`config.mk`:
```
export PLATFORM = sky130hd
export DESIGN_NAME = paddle_input_ctrl
export DESIGN_NICKNAME = d
export VERILOG_FILES = /design/src/rtl/paddle_input_pkg.sv /design/src/rtl/btn_debounce.sv /design/src/rtl/paddle_input_ctrl.sv
export SDC_FILE = /design/constraint.sdc
export NUM_CORES = 1
export LEC_CHECK = 0
export ABC_AREA = 0
export BUFFER_PORTS_ARGS = -buffer_cell sky130_fd_sc_hd__buf_2
export CAP_MARGIN = 20
export CORE_MARGIN = 2
export CORE_UTILIZATION = 65
export DETAILED_ROUTE_END_ITERATION = 7
export GPL_ROUTABILITY_DRIVEN = 0
export PLACE_DENSITY = 0.82
export REMOVE_ABC_BUFFERS = 1
export SLEW_MARGIN = 5
export SYNTH_ARGS = -nofsm -noshare
export SYNTH_HDL_FRONTEND = slang
export SYNTH_SLANG_ARGS = --single-unit
```
`constraint.sdc`:
```
create_clock -name clk -period 5.6 [get_ports clk]
set_clock_uncertainty 0.15 [all_clocks]
set_input_delay 0.84 -clock clk [delete_from_list [all_inputs] [get_ports clk]]
set_output_delay 0.84 -clock clk [all_outputs]
set_load 0.01 [all_outputs]
```
`src/rtl/paddle_input_pkg.sv`:
```
// paddle_input_pkg
//   Shared types and default timing constants for the paddle command source.
//   Holds the direction FSM state type, the held-direction type, the default
//   timing values (sized for a 50 MHz board clock) and a small helper that
//   turns the two debounced direction buttons into a single direction.
//   Build option INPUT_ACCEL_EN (see paddle_input_ctrl) does not affect this file.

package paddle_input_pkg;

  typedef enum logic [1:0] {IDLE, DELAY, REPEAT} state_t;

  typedef enum logic [1:0] {NONE, L, R} dir_t;

  localparam logic [15:0] DEF_DEBOUNCE_CYCLES = 16'd50000;
  localparam logic [23:0] DEF_REPEAT_DELAY    = 24'd2000000;
  localparam logic [23:0] DEF_REPEAT_PERIOD   = 24'd250000;
  localparam logic [7:0]  DEF_ACCEL_AFTER     = 8'd8;

  // Pressing both buttons at once is treated the same as pressing neither,
  // so the paddle never receives contradictory step requests.
  function automatic dir_t decode_dir(input logic left, input logic right);
    dir_t d;
    d = NONE;
    if (left && !right) begin
      d = L;
    end else if (right && !left) begin
      d = R;
    end
    return d;
  endfunction

endpackage

```
`src/rtl/btn_debounce.sv`:
```
// btn_debounce
//   Conditions one raw push-button: 2-FF synchroniser, consecutive-sample
//   debounce counter and a registered rising-edge pulse.
//   Ports:
//     clk    in  1  system clock
//     reset  in  1  synchronous, active-high reset
//     btn    in  1  raw asynchronous button, active-high
//     level  out 1  debounced button level
//     rise   out 1  one-cycle pulse, registered together with level going 1

module btn_debounce
  import paddle_input_pkg::*;
#(
  parameter logic [15:0] DEBOUNCE_CYCLES = DEF_DEBOUNCE_CYCLES
) (
  input  logic clk,
  input  logic reset,
  input  logic btn,
  output logic level,
  output logic rise
);

  // The counter only ever holds 0 .. DEBOUNCE_CYCLES-1.
  localparam int DB_W = (DEBOUNCE_CYCLES > 16'd1) ? $clog2(DEBOUNCE_CYCLES) : 1;
  localparam logic [DB_W-1:0] CNT_LAST = DB_W'(DEBOUNCE_CYCLES - 16'd1);

  logic            sync1;
  logic            sync2;
  logic [DB_W-1:0] cnt;

  // Synchronise the raw pin, then count consecutive samples that disagree
  // with the current debounced level. The level flips on the sample that
  // completes the run; any agreeing sample restarts the run from zero.
  // The rise pulse is registered in the same edge as the level so the
  // consumer sees both on the same cycle.
  always_ff @(posedge clk) begin
    if (reset) begin
      sync1 <= 1'b0;
      sync2 <= 1'b0;
      cnt   <= '0;
      level <= 1'b0;
      rise  <= 1'b0;
    end else begin
      sync1 <= btn;
      sync2 <= sync1;
      rise  <= 1'b0;
      if (sync2 == level) begin
        cnt <= '0;
      end else if (cnt == CNT_LAST) begin
        cnt   <= '0;
        level <= sync2;
        rise  <= sync2;
      end else begin
        cnt <= cnt + 1'b1;
      end
    end
  end

endmodule

```
`src/rtl/paddle_input_ctrl.sv`:
```
// paddle_input_ctrl
//   Command source for the paddle block. Debounces the four board buttons and
//   turns them into left/right one-pixel step strobes with hold-to-repeat, a
//   pause level toggled by the pause button and a one-cycle start pulse.
//   Ports:
//     clk         in  1  system clock
//     reset       in  1  synchronous, active-high reset
//     btn_left    in  1  raw left button
//     btn_right   in  1  raw right button
//     btn_pause   in  1  raw pause button
//     btn_start   in  1  raw start button
//     move_left   out 1  one-cycle step strobe, move one pixel left
//     move_right  out 1  one-cycle step strobe, move one pixel right
//     pause       out 1  pause level
//     start       out 1  one-cycle start pulse
//   Build option: define INPUT_ACCEL_EN to halve the auto-repeat period once
//   ACCEL_AFTER repeat strobes have been issued in one continuous hold.

module paddle_input_ctrl
  import paddle_input_pkg::*;
#(
  parameter logic [15:0] DEBOUNCE_CYCLES = DEF_DEBOUNCE_CYCLES,
  parameter logic [23:0] REPEAT_DELAY    = DEF_REPEAT_DELAY,
  parameter logic [23:0] REPEAT_PERIOD   = DEF_REPEAT_PERIOD,
  parameter logic [7:0]  ACCEL_AFTER     = DEF_ACCEL_AFTER
) (
  input  logic clk,
  input  logic reset,
  input  logic btn_left,
  input  logic btn_right,
  input  logic btn_pause,
  input  logic btn_start,
  output logic move_left,
  output logic move_right,
  output logic pause,
  output logic start
);

  // One shared down-counter serves both the initial delay and the repeat period.
  localparam logic [23:0] CNT_MAX = (REPEAT_DELAY > REPEAT_PERIOD) ? REPEAT_DELAY : REPEAT_PERIOD;
  localparam int CNT_W = (CNT_MAX > 24'd1) ? $clog2(CNT_MAX) : 1;
  localparam logic [CNT_W-1:0] DELAY_LOAD  = CNT_W'(REPEAT_DELAY - 24'd1);
  localparam logic [CNT_W-1:0] PERIOD_LOAD = CNT_W'(REPEAT_PERIOD - 24'd1);

  logic left_level, left_rise;
  logic right_level, right_rise;
  logic pause_level, pause_rise;
  logic start_level, start_rise;

  btn_debounce #(.DEBOUNCE_CYCLES(DEBOUNCE_CYCLES)) u_db_left (
    .clk(clk), .reset(reset), .btn(btn_left), .level(left_level), .rise(left_rise)
  );
  btn_debounce #(.DEBOUNCE_CYCLES(DEBOUNCE_CYCLES)) u_db_right (
    .clk(clk), .reset(reset), .btn(btn_right), .level(right_level), .rise(right_rise)
  );
  btn_debounce #(.DEBOUNCE_CYCLES(DEBOUNCE_CYCLES)) u_db_pause (
    .clk(clk), .reset(reset), .btn(btn_pause), .level(pause_level), .rise(pause_rise)
  );
  btn_debounce #(.DEBOUNCE_CYCLES(DEBOUNCE_CYCLES)) u_db_start (
    .clk(clk), .reset(reset), .btn(btn_start), .level(start_level), .rise(start_rise)
  );

  state_t          state;
  dir_t            cur_dir;
  dir_t            dir;
  logic [CNT_W-1:0] cnt;
  logic [CNT_W-1:0] repeat_load;
  logic            pause_next;
  logic            hold_ok;
  logic            new_press;
  logic            cnt_zero;
  logic            unused_sigs;

  assign dir       = decode_dir(left_level, right_level);
  assign cnt_zero  = (cnt == '0);
  // Stepping is blocked both while paused and on the edge that enters pause,
  // so no strobe ever coincides with pause=1. Leaving pause takes effect one
  // cycle later, once the pause register itself has cleared.
  assign hold_ok   = (dir != NONE) && !pause && !pause_next;
  assign new_press = hold_ok && ((state == IDLE) || (dir != cur_dir));

  // Start has priority over a simultaneous pause edge and always unpauses.
  always_comb begin
    pause_next = pause;
    if (start_rise) begin
      pause_next = 1'b0;
    end else if (pause_rise) begin
      pause_next = ~pause;
    end
  end

  // Pause level and start pulse registers.
  always_ff @(posedge clk) begin
    if (reset) begin
      pause <= 1'b0;
      start <= 1'b0;
    end else begin
      pause <= pause_next;
      start <= start_rise;
    end
  end

`ifdef INPUT_ACCEL_EN
  localparam int ACC_W = (ACCEL_AFTER > 8'd1) ? $clog2(int'(ACCEL_AFTER) + 1) : 1;
  localparam logic [ACC_W-1:0] ACC_MAX   = ACC_W'(ACCEL_AFTER);
  localparam logic [CNT_W-1:0] FAST_LOAD = CNT_W'((REPEAT_PERIOD >> 1) - 24'd1);

  logic [ACC_W-1:0] acc_cnt;
  logic [ACC_W-1:0] acc_next;

  assign acc_next    = (acc_cnt == ACC_MAX) ? acc_cnt : acc_cnt + 1'b1;
  // The strobe that completes the ACCEL_AFTER-th repeat already picks the
  // short reload, so the faster cadence starts right after it.
  assign repeat_load = (acc_next == ACC_MAX) ? FAST_LOAD : PERIOD_LOAD;

  // Count repeat strobes within one continuous hold; any release, pause or
  // direction change drops the FSM out of REPEAT and clears the count.
  always_ff @(posedge clk) begin
    if (reset || !hold_ok || new_press) begin
      acc_cnt <= '0;
    end else if ((state == REPEAT) && cnt_zero) begin
      acc_cnt <= acc_next;
    end
  end

  assign unused_sigs = ^{left_rise, right_rise, pause_level, start_level};
`else
  assign repeat_load = PERIOD_LOAD;
  assign unused_sigs = ^{left_rise, right_rise, pause_level, start_level, ACCEL_AFTER};
`endif

  // Direction FSM. A new press (from IDLE, or a direct L<->R swap) steps
  // immediately and arms the long initial delay; afterwards the counter runs
  // down to zero, steps, and reloads the repeat period. Losing a valid
  // direction or pausing returns to IDLE without stepping.
  always_ff @(posedge clk) begin
    if (reset) begin
      state      <= IDLE;
      cur_dir    <= NONE;
      cnt        <= '0;
      move_left  <= 1'b0;
      move_right <= 1'b0;
    end else begin
      move_left  <= 1'b0;
      move_right <= 1'b0;
      if (!hold_ok) begin
        state   <= IDLE;
        cur_dir <= NONE;
      end else if (new_press) begin
        move_left  <= (dir == L);
        move_right <= (dir == R);
        cnt        <= DELAY_LOAD;
        cur_dir    <= dir;
        state      <= DELAY;
      end else if (!cnt_zero) begin
        cnt <= cnt - 1'b1;
      end else begin
        move_left  <= (cur_dir == L);
        move_right <= (cur_dir == R);
        state      <= REPEAT;
        cnt        <= (state == DELAY) ? PERIOD_LOAD : repeat_load;
      end
    end
  end

endmodule

```
# Yosys cells after proc, flatten, opt, wreduce, memory -nomap -nowiden
# Index checks and enable logic that the tools add are counted.
# totals
regBits,107
elab_cells,90
# op_classes
bitwise_logic,8
n_mux,12
n_eq_ne,13
add_sub_neg,5
n_reduce_logical,26
# op_table
op,count
"16-bit by 1-bit adder with 16-bit output, second input constant",4
"16-bit equality test, second input constant",4
21-bit 2-to-1 mux,2
21-bit zero test,1
3-bit OR reduction,7
"21-bit by 1-bit subtractor with 21-bit output, second input constant",1
1-bit 2-to-1 mux,8
1-bit inverter,8
2-bit AND reduction,4
1-bit logical AND,5
1-bit equality test,4
"2-bit by 1-bit equality test with 1-bit output, second input constant",2
"2-bit equality test, second input constant",2
1-bit zero test,4
2-bit 2-to-1 mux,2
2-bit nonzero test,2
2-bit zero test,1
2-bit inequality test,1
2-bit OR reduction,1
1-bit logical OR,1

# Logic depth before layout (Yosys ltp)
# logic_depth
depth_word,9
mapped_depth,8
depth_no_buf,7

# Modules after synthesis
# Synthesis repeated with hierarchy kept, for this count alone.
# unflattened
hier_cells,537
area_unflattened_um2,4872.2
# modules_own_cells
module,cells_per_inst,area_each_um2,n_inst
btn_debounce,89,830.8,4
paddle_input_ctrl,181,1549.0,1

# Least setup slack after synthesis
# OpenSTA, ideal clock, no wires.
# synth_timing
path_type,register to register
from,reg cnt[0]
to,reg cnt[20]
t_required_ps,5380
path_stages_with_launch,9
path_slack_ps,3481
arrival_time_ps,1899
cell_sequence,dfxtp_1 > inv_1 > ha_1 > or3b_1 > buf_6 > nor4_4 > nand4_1 > or3_1 > a21oi_1
# synth_between
elab_chain_len,3
elab_cells_between_ends,4
classes_between,add/sub: 1; mux: 2; reduce/logical: 1
# synth_lines
item,line_no,source
start: declaration,paddle_input_ctrl.sv:66,logic [CNT_W-1:0] cnt;
start signal: assignment,paddle_input_ctrl.sv:156,cnt <= cnt - 1'b1;
start signal: assignment,paddle_input_ctrl.sv:161,cnt <= (state == DELAY) ? PERIOD_LOAD : repeat_load;
21-bit by 1-bit subtractor with 21-bit output or 21-bit zero test (tied branches),"paddle_input_ctrl.sv:156, paddle_input_ctrl.sv:75",
21-bit 2-to-1 mux *,paddle_input_ctrl.sv:155,end else if (!cnt_zero) begin
21-bit 2-to-1 mux *,paddle_input_ctrl.sv:149,end else if (new_press) begin
# Every way passes the cells marked *; elsewhere a longest branch is shown, timed or not.
# A chain may end at the register's enable or synchronous reset.

# Worst setup path after layout
# layout_timing
from,reg u_db_left.level
to,reg cnt[20]
# layout_between
elab_chain_len,9
elab_cells_between_ends,12
classes_between,eq/ne: 1; mux: 3; reduce/logical: 8
# layout_lines
item,line_no,source
start: declaration,btn_debounce.sv:19,"output logic level,"
start signal: assignment,btn_debounce.sv:51,level <= sync2;
1-bit zero test,paddle_input_pkg.sv:26,end else if (right && !left) begin
1-bit logical AND,paddle_input_pkg.sv:26,
2-bit 2-to-1 mux,paddle_input_pkg.sv:26,
2-bit 2-to-1 mux *,paddle_input_pkg.sv:24,if (left && !right) begin
2-bit nonzero test,paddle_input_ctrl.sv:79,assign hold_ok = (dir != NONE) && !pause && !pause_next;
1-bit logical AND (2 in series),paddle_input_ctrl.sv:79,
1-bit logical AND,paddle_input_ctrl.sv:80,assign new_press = hold_ok && ((state == IDLE) || (dir != cur_dir));
21-bit 2-to-1 mux,paddle_input_ctrl.sv:149,
# Marks and branches as above.

==> impl_results.md <==
- Most frequent cells in the layout: sky130_fd_sc_hd__dfxtp_1, sky130_fd_sc_hd__nor2_1, sky130_fd_sc_hd__xor2_1
- Fill cell instance count of the final layout: 582
- Hold Violations, Final: 0
- Number of antenna violations at the first check in global routing: 0
- Mean post-synth cell area: 8.94 um2
- Count of flip-flops with a built-in enable after synthesis: 0
- Number of flip-flops and latches in the synthesized netlist: 107
- Largest net degree at the start of global routing: 34
- Synth-to-layout area growth: 6.35%
- Most frequent standard cell in the layout excluding fill and tap cells: sky130_fd_sc_hd__dfxtp_1
- Clock tree from TritonCTS: done
- Start point of the worst min-delay path: u_db_start.rise$_SDFF_PP0_
- Pwr Density: 258 nW/um2
- Transition time at the pin with the least slew margin: 1050 ps
- Final Slew Violations: 0
- Overall routing resource usage: 23.0%
- Residual overflow from global routing: 0
- Area of the die: 7970 um2
- Worst skew pair latency: 370 ps
- Critical Setup Path Class: reg2reg
- Unrepaired setup endpoints after global routing: false
- Post-cts sizing count: 0
- Share of flip-flops with an asynchronous set or reset: 0%
- Arrival time of data at the critical path endpoint: 2750 ps
- Global-route wire length before repair: 14.4 mm
- Placeable Area: 7140 um2
- Clk buf depth: 2
- Number of inserted diodes: 0
- Max-Cap Viols: 0
- Number of design-rule violations left by the first detailed-router iteration: 246
- Least setup slack across all paths after layout: 3000 ps
- Dpl ws: 3070 ps
- Buffers on Ports: 9
- Buffers & Inverters on Critical Path: 1
- Critical path's top delay family: simple AND/OR/NAND/NOR gates
- Clock-pin slew of the registers on the worst-case setup and hold paths: 100 ps
- Element type at the critical path end: flop
- Crit Reg-Reg Startpoint: u_db_left.level$_SDFFE_PP0P_
- Chip Width: 89.3 um
- IO Count: 10
- Pre-antenna DRT Iters: 4
- Number of buffers created by CTS: 9
- Final-layout setup total negative slack: 0 ps
- Synthesized instance count: 529
- Wirelength per Cell: 13.4 um
- Crit path cell chain: inv_1 -> ha_1 -> nor2_1 -> and2_0 -> nand4_1 -> or3_1 -> a21oi_1
- Leak Pwr: 0.00176 uW
- Standard-cell rows: 31
- Initial Utilization: 66.3%
- Count of nets after finishing: 548
- Via count of the first global-routing pass: 3348
- Relative slew margins: 29.8%
- Cell Area, Synth: 4730 um2
- CP Max Fanout: 23
- Final routed DRC violation total: 0
- Hold-fix buffers, CTS: 0
- Placed wire-length estimate: 5.78 mm
- Htree depth: 3
- Count of endpoints failing setup in the final report: 0
- Fmax: 385 MHz
- Nature of the critical path startpoint: flop
- Die boundary height: 89.3 um
- Primary flip-flop cell chosen by synthesis mapping: sky130_fd_sc_hd__dfxtp_1
- Critical Path Slowest Stage Cell: sky130_fd_sc_hd__and2_0
- Clock Tree Root: sky130_fd_sc_hd__clkbuf_8
- Post CTS Setup Buffer Count: 0
- Total detailed-routing wirelength: 8.53 mm
- Synth cell types: 53
- Maximum resistive drop on vdd: 0.000255 V
- Worst hold path type: reg2reg
- Worst path max stage delay: 830 ps
- Antenna-violating nets left: 0
- Yosys Warn Count: 0
- Count of clock tree sinks: 107
- Tmin final: 2600 ps
- Setup crit start: u_db_left.level$_SDFFE_PP0P_
- Total power: 1300 uW
- Period utilization: 46.4%
- Sequential area share after synthesis: 45.3%
- Via/cell ratio: 5.74
- CP required: 5750 ps
- Share of cells above drive strength 1: 5.57%
- Total number of vias: 3660
- Result of the run: finished, final reports clean
area by class of cell:
type                    instances  area (um2)  share of cell area, %
multi-input cells             395        2450                   48.7
flip-flops and latches        107        2140                   42.6
clock buffers                   9         124                   2.46
well taps                      99         124                   2.46
clock inverters                 7        98.8                   1.97
repair buffers                  9        45.0                  0.896
inverters                      12        45.0                  0.896
cells by family (layout without fill, tap and decap cells):
kind of cell / after synthesis / after routing / synth area share [%]
AO/OA/AOI/OAI: 48 / 48 / 6.48
XOR/XNOR: 66 / 66 / 12.2
adder cells (fa/ha/maj): 8 / 8 / 2.12
buffers and inverters: 27 / 37 / 2.88
flip-flops: 107 / 107 / 45.3
multiplexers: 4 / 4 / 0.847
AND/OR/NAND/NOR: 269 / 269 / 30.2
report_power, final:
part           total [uW]  switching (uW)  leakage, uW  internal [uW]
clock                 518             263     0.000110            255
combinational        15.1            10.3     0.000791           4.87
sequential            766            1.99     0.000863            764
total                1300             275      0.00176           1020
worst register-to-register path, cell delays in order (launching register included):
cell and delay [ps]:
sky130_fd_sc_hd__dfxtp_1 390, sky130_fd_sc_hd__inv_1 60, sky130_fd_sc_hd__ha_1 280, sky130_fd_sc_hd__nor2_1 120, sky130_fd_sc_hd__and2_0 830, sky130_fd_sc_hd__nand4_1 210
sky130_fd_sc_hd__or3_1 360, sky130_fd_sc_hd__a21oi_1 130
worst paths after layout:
path | slack, ps | cells after the start | endpoint
min reg2reg | 280 | 1 | pause$_SDFF_PP0_
min | 280 | 1 | pause$_SDFF_PP0_
max | 3000 | 7 | cnt[20]$_SDFFE_PP0P_
max reg2reg | 3000 | 7 | cnt[20]$_SDFFE_PP0P_
Yosys cell counts, types with 6 or more instances:
cell | count | area share (%)
sky130_fd_sc_hd__dfxtp_1 | 107 | 45
sky130_fd_sc_hd__nor2_1 | 95 | 7.5
sky130_fd_sc_hd__xor2_1 | 37 | 6.9
sky130_fd_sc_hd__nand2_1 | 30 | 2.4
sky130_fd_sc_hd__xnor2_1 | 29 | 5.4
sky130_fd_sc_hd__nand3_1 | 20 | 2.1
sky130_fd_sc_hd__and3_1 | 19 | 2.5
sky130_fd_sc_hd__nor3_1 | 18 | 1.9
sky130_fd_sc_hd__nand4_1 | 16 | 2.1
sky130_fd_sc_hd__a21oi_1 | 13 | 1.4
sky130_fd_sc_hd__inv_1 | 12 | 0.95
sky130_fd_sc_hd__nor2b_1 | 12 | 1.6
sky130_fd_sc_hd__nor4_1 | 12 | 1.6
sky130_fd_sc_hd__and4_1 | 9 | 1.7
sky130_fd_sc_hd__o21ai_0 | 9 | 0.95
sky130_fd_sc_hd__ha_1 | 8 | 2.1
sky130_fd_sc_hd__clkbuf_1 | 6 | 0.48
sky130_fd_sc_hd__or3_1 | 6 | 0.79
metrics by stage:
step	util, %	instance area, um2	hold WS, ps	cells
2_1_floorplan	-	4640	254	514
3_3_place_gp	67.4	4810	265	622
3_5_place_dp	67.4	4810	273	622
4_1_cts	70.5	5030	286	638
5_1_grt	70.5	5030	321	638
6_report	70.5	5030	275	638
state kept, by name, indices dropped and copies added, names as in the netlist, 2 cells and up:
signal	cells
cur_dir	2
u_db_right.cnt	16
u_db_pause.cnt	16
state	2
u_db_start.cnt	16
u_db_left.cnt	16
cnt	21
per-layer routing:
layer  track usage [%]  routed length [um]  vias up
met5                 0                   0        -
met3              6.28                 374       18
met1              30.1                4030     1699
li1                  -                   -     1854
met4              7.33                 138        0
met2              37.0                3990       89
(Power assumes the default switching activity.)
